<file path="src/rtl/mem_pkg.sv">
// Shared definitions for the memory responder.
//   state_e    : responder FSM states (encoding fixed here)
//   WORD_BYTES : bytes per storage word
//   clog2      : index width for a given word count
package mem_pkg;

  typedef enum logic [1:0] {
    StIdle = 2'd0,
    StWait = 2'd1,
    StResp = 2'd2
  } state_e;

  localparam int unsigned WORD_BYTES = 4;

  // Smallest r with 2**r >= n.
  function automatic int unsigned clog2(input int unsigned n);
    int unsigned r;
    logic [32:0] v;
    r = 0;
    v = 33'd1;
    for (int i = 0; i < 32; i++) begin
      if (v < {1'b0, n}) begin
        v = v << 1;
        r = r + 1;
      end
    end
    return r;
  endfunction

endpackage

</file>
<file path="src/rtl/mem_array.sv">
// Word-addressed storage for the memory responder.
//   clk   : write clock
//   we    : write enable, sampled on the rising edge
//   index : word index shared by the read and write ports
//   wdata : write data
//   rdata : combinational read of the word at index
// Contents are not reset.
module mem_array
  import mem_pkg::*;
#(
  parameter int unsigned DEPTH_WORDS = 64,
  parameter int unsigned DATA_W      = 32,
  parameter int unsigned IDX_W       = clog2(DEPTH_WORDS)
) (
  input  logic              clk,
  input  logic              we,
  input  logic [IDX_W-1:0]  index,
  input  logic [DATA_W-1:0] wdata,
  output logic [DATA_W-1:0] rdata
);

  logic [DATA_W-1:0] mem [DEPTH_WORDS];

  always_ff @(posedge clk) begin
    if (we) begin
      mem[index] <= wdata;
    end
  end

  assign rdata = mem[index];

endmodule

</file>
<file path="src/rtl/mem_responder.sv">
// Memory-side responder for the unified instruction/data port.
// Accepts one request at a time, waits LATENCY cycles, then emits a one-cycle
// response carrying read data and an error flag.
//   clk, reset                    : clock, asynchronous active-high reset
//   req_valid/req_ready           : request handshake (accept on valid & ready)
//   req_we, req_addr, req_wdata   : request; captured at acceptance
//   resp_valid                    : one-cycle response pulse
//   resp_rdata, resp_err          : response payload, zero while resp_valid=0
module mem_responder
  import mem_pkg::*;
#(
  parameter int unsigned DEPTH_WORDS = 64,
  parameter int unsigned LATENCY     = 2,
  parameter int unsigned DATA_W      = 32
) (
  input  logic              clk,
  input  logic              reset,
  input  logic              req_valid,
  output logic              req_ready,
  input  logic              req_we,
  input  logic [31:0]       req_addr,
  input  logic [DATA_W-1:0] req_wdata,
  output logic              resp_valid,
  output logic [DATA_W-1:0] resp_rdata,
  output logic              resp_err
);

  localparam int unsigned IdxW       = clog2(DEPTH_WORDS);
  localparam int unsigned OffW       = clog2(WORD_BYTES);
  localparam logic [3:0]  CntInit    = (LATENCY > 0) ? 4'(LATENCY - 1) : 4'd0;
  localparam logic [31:0] DepthLimit = 32'(DEPTH_WORDS);

  state_e            state_q, state_d;
  logic [3:0]        cnt_q, cnt_d;
  logic              we_q;
  logic [31:0]       addr_q;
  logic [DATA_W-1:0] wdata_q;

  logic              accept;
  logic              err;
  logic              arr_we;
  logic [DATA_W-1:0] arr_rdata;

  assign accept = req_valid & req_ready;

  always_comb begin
    state_d    = state_q;
    cnt_d      = cnt_q;
    req_ready  = 1'b0;
    resp_valid = 1'b0;
    case (state_q)
      StIdle: begin
        req_ready = 1'b1;
        if (req_valid) begin
          if (LATENCY > 0) begin
            state_d = StWait;
            cnt_d   = CntInit;
          end else begin
            state_d = StResp;
          end
        end
      end
      StWait: begin
        if (cnt_q == 4'd0) begin
          state_d = StResp;
        end else begin
          cnt_d = cnt_q - 4'd1;
        end
      end
      StResp: begin
        resp_valid = 1'b1;
        state_d    = StIdle;
      end
      default: state_d = StIdle;
    endcase
  end

  always_ff @(posedge clk or posedge reset) begin
    if (reset) begin
      state_q <= StIdle;
      cnt_q   <= 4'd0;
    end else begin
      state_q <= state_d;
      cnt_q   <= cnt_d;
    end
  end

  // Request is frozen at acceptance; the port is ignored until the next IDLE.
  always_ff @(posedge clk or posedge reset) begin
    if (reset) begin
      we_q    <= 1'b0;
      addr_q  <= 32'd0;
      wdata_q <= '0;
    end else if (accept) begin
      we_q    <= req_we;
      addr_q  <= req_addr;
      wdata_q <= req_wdata;
    end
  end

  // Out-of-range indices are errors rather than aliases of low words.
  assign err = (addr_q[OffW-1:0] != '0) || ((addr_q >> OffW) >= DepthLimit);

  // Write lands on the edge that ends RESP, so a same-cycle read sees old data.
  assign arr_we = resp_valid & we_q & ~err;

  mem_array #(
    .DEPTH_WORDS(DEPTH_WORDS),
    .DATA_W     (DATA_W),
    .IDX_W      (IdxW)
  ) u_mem_array (
    .clk  (clk),
    .we   (arr_we),
    .index(addr_q[OffW +: IdxW]),
    .wdata(wdata_q),
    .rdata(arr_rdata)
  );

  assign resp_rdata = (resp_valid && !we_q && !err) ? arr_rdata : '0;
  assign resp_err   = resp_valid & err;

endmodule

</file>
<file path="config.mk">
export PLATFORM = sky130hd
export DESIGN_NAME = mem_responder
export DESIGN_NICKNAME = d
export VERILOG_FILES = /design/src/rtl/mem_pkg.sv /design/src/rtl/mem_array.sv /design/src/rtl/mem_responder.sv
export SDC_FILE = /design/constraint.sdc
export NUM_CORES = 2
export LEC_CHECK = 0
export ABC_AREA = 1
export BUFFER_PORTS_ARGS = -buffer_cell sky130_fd_sc_hd__buf_2
export CAP_MARGIN = 20
export CORE_ASPECT_RATIO = 0.75
export CORE_MARGIN = 3
export CORE_UTILIZATION = 47
export DETAILED_ROUTE_END_ITERATION = 12
export PLACE_DENSITY_LB_ADDON = 0.08
export SYNTH_ARGS = -nofsm -noshare
export SYNTH_HDL_FRONTEND = slang
export SYNTH_HIERARCHICAL = 1
export SYNTH_SLANG_ARGS = --single-unit
</file>
<file path="constraint.sdc">
create_clock -name clk -period 4.5 [get_ports clk]
set_input_delay 0 -clock clk [delete_from_list [all_inputs] [get_ports clk]]
set_output_delay 0 -clock clk [all_outputs]
set_load 0.05 [all_outputs]
</file>
==> results.toml <==
[cells_and_area]
area_growth_pct = 14.6
multi_input_area_mm2 = 0.0240
fin_cells = 11800
nets = 9169
fillerInstances = 16400
regArea_mm2 = 0.0633
layout-drive-gt1-share_pct = 7.98
utilization_pct = 54.5

[worst_setup_path]
crit_slowest_cell = "dfrtp_4"
crit_top_cell = "nand2_1"
worst-r2r-cell-count = 5
reg2reg_from = "addr_q[3]"
cp_top_family = "simple AND/OR/NAND/NOR gates"
reg2reg_slack_ns = 0.94
crit_type = "reg -> out"
end_kind = "output pin"
cp.required_ns = 4.50
cp.arrival_ns = 4.47
cp_max_fo = 154
path_cells = "buf_12 > nand2_1 > nand2_1 > nand2_1 > nand2_1 > nand2_1 > nand2_1 > nand2_1 > nand2_1 > nor2_1 > nand2_1 > inv_1 > nor2_2 > buf_2"
r2r_end = "u_mem_array/mem[25][15]"
cpPeakStageDelay_ns = 0.66
cp_num_buf_inv = 3
critPathLaunchType = "flip-flop"

[routing]
finalWirelength_um = 283000
vias_per_cell = 5.29
routedWlPerCell_um = 24.1
route.detailed.drc = 0
drt_iter0_drc = 7590
dr.pass1.iters = 6
vias = 62300
ant_nets = 0

[grt]
grt_max_degree = 155
antenna_found_initial = 31
use_met1_pct = 42.5
grt.met3_usage_pct = 4.27
grtUsageMet2_pct = 44.1
track_usage_pct = 28.8
overflow = 0
grt_pass1_wl_um = 407000
grt_pass1_vias = 57600
busiest_layer = "met2"

[sta]
period_minus_slack_ns = 4.47
setup_tns_ns = 0
relSlewSlack_pct = 24.7
setup_viol = 0
clock_skew_ns = 0.0298
finalCritPeriodShare_pct = 99.2
fmax_mhz = 224
hold_viol_final = 0
tightest_slew_ns = 1.13
final_max_slew_viol_count = 0

[logic_synthesis]
synth_common_cells = "nand2_1 (5,921), edfxtp_1 (2,048), buf_2 (246), nor2_1 (162), clkbuf_1 (140)"
syn_inst = 8816
syn_area_mm2 = 0.0891
yosys_warnings = 6
syn_nets = 8886
syn_avg_cell_area_um2 = 10.1
synth_top_area_cell = "edfxtp_1"
synth.area.top_cells = "edfxtp_1 (69%), nand2_1 (25%), dfrtp_1 (2.0%), buf_2 (1.4%), nor2_1 (0.68%)"
synth_cell_types = 28
synth_ff_type = "edfxtp_1"
synth_top_cell_area_share_pct = 69.0
synth-edff-count = 2048
ys_seq_area_share_pct = 71.0
synthArstFlopShare_pct = 3.35
ys_ff_latch = 2119
yosysMostFrequentCell = "nand2_1"

[power_and_ir_drop]
ir_drop_v = 0.000696
p_leak_uw = 0.0429
seqPwrFrac_pct = 40.1
switchingPower_uw = 26800
p_clk_share_pct = 24.7
p_int_uw = 39200
combPwrFrac_pct = 35.2
powerDensity_mw_per_mm2 = 646
swShare_pct = 40.7

[placement]
gp_congestion = 0.908
hpwl_um = 159000
dp.cells = 11200
io_buffer_count = 102

[min_path]
hp-class = "in -> async"

[job]
maxCapViolations = 0

[die]
fp.dieH_um = 383
fp-row-count = 137
dieArea_mm2 = 0.195
die_x_um = 509
initial_utilization_pct = 47.6
pin_count = 103
core_area_mm2 = 0.187

[clocking]
cts_root_buf = "clkbuf_16"
cts.clk_slew.worst_paths_ns = 0.06
numCtsBuffers = 206
clkLatencyLatePin_ns = 0.82
cts_tree = "built"
clkSinkCount = 2119
htree_levels = 4
clk_path_buf_depth = 3

[outcome]
status = "finished clean"
==> power groups by stage <==
| stage | Clock, uW | Combinational (uW) | Sequential [uW] |
|---|---|---|---|
| after floorplan | 0 | 12500 | 26400 |
| after global placement | 0 | 22100 | 26800 |
| after detailed placement | 0 | 22300 | 26800 |
| after CTS | 16600 | 23000 | 26400 |
| after global routing | 17400 | 25300 | 26500 |
| final | 16300 | 23200 | 26500 |
==> sequential cells by signal, indices dropped and copies added, names as in the netlist <==
| name | flops |
|---|---|
| state_q | 2 |
| u_mem_array/mem | 2048 |
| addr_q | 32 |
| wdata_q | 32 |
| we_q | 1 |
| cnt_q | 4 |
==> cell families (layout without fill, tap and decap cells) <==
kind of cell / Yosys count / in the layout / share of synthesized area, %
XOR/XNOR: 1 / 1 / 0.00983
flip-flops: 2119 / 2119 / 71.0
buffers and inverters: 517 / 957 / 2.66
AND/OR/NAND/NOR: 6154 / 6154 / 26.1
AO/OA/AOI/OAI: 23 / 23 / 0.143
adder cells (fa/ha/maj): 2 / 2 / 0.0281
other: 0 / 13 / 0
==> metrics by stage <==
step	setup WS (ns)	power [uW]	hold WS [ns]	instance area [um^2]
after detailed placement	0.518	49100	0.202	93700
after global routing	-0.00593	69200	0.0758	102000
after floorplan	-0.515	38900	0.110	89100
after global placement	0.458	49000	0.194	93700
final	0.0348	66000	0.0220	102000
after CTS	0.0206	66000	0.0110	102000
==> worst max-delay path by stage <==
stage	cells past startpoint	endpoint	from
after global routing	16	resp_rdata[10]	addr_q[2]
final	14	resp_rdata[7]	addr_q[2]
after floorplan	8	u_mem_array/mem[41][0]	state_q[0]
after CTS	14	resp_rdata[7]	addr_q[2]
after detailed placement	16	resp_rdata[10]	addr_q[2]
after global placement	16	resp_rdata[10]	addr_q[2]
==> area by class of cell <==
type,count,area share [%]
Antenna cell,13,0.0319
Sequential cell,2119,62.0
Inverter,78,0.337
Tap cell,2502,3.07
Clock inverter,92,0.576
Multi-Input combinational cell,6180,23.5
Timing Repair Buffer,513,4.99
Timing Repair inverter,1,0.00858
Clock buffer,273,5.46
==> repair_timing <==
item	4_1_cts	5_1_grt
hold buffers	200	0
gates cloned	3	0
buffers inserted	0	2
setup endpoints to repair	9	5
hold endpoints to repair	139	0
resized for setup	9	4
==> cell usage in the layout (no fill, tap or decap), types with 32 or more instances in the layout <==
| master | n |
|---|---|
| nand2_1 | 5919 |
| edfxtp_1 | 2048 |
| clkbuf_16 | 212 |
| dlygate4sd3_1 | 200 |
| buf_4 | 141 |
| nor2_1 | 100 |
| buf_2 | 96 |
| buf_12 | 68 |
| nor2_4 | 64 |
| inv_1 | 58 |
| clkbuf_1 | 57 |
| clkinv_1 | 53 |
| dfrtp_1 | 36 |
| dfrtp_2 | 32 |
==> per-layer routing <==
layer  routed length, um  vias up
met4                9360        6
li1                    -    28900
met2              128000     2503
met3               22700      409
met1              123000    30400
met5                  36        -
==> tightest hold or removal path: cells and delay by family <==
family / cells / cell delay, ns
buf+inv: 4 / 1.39
Power figures use the tool's default switching activity.
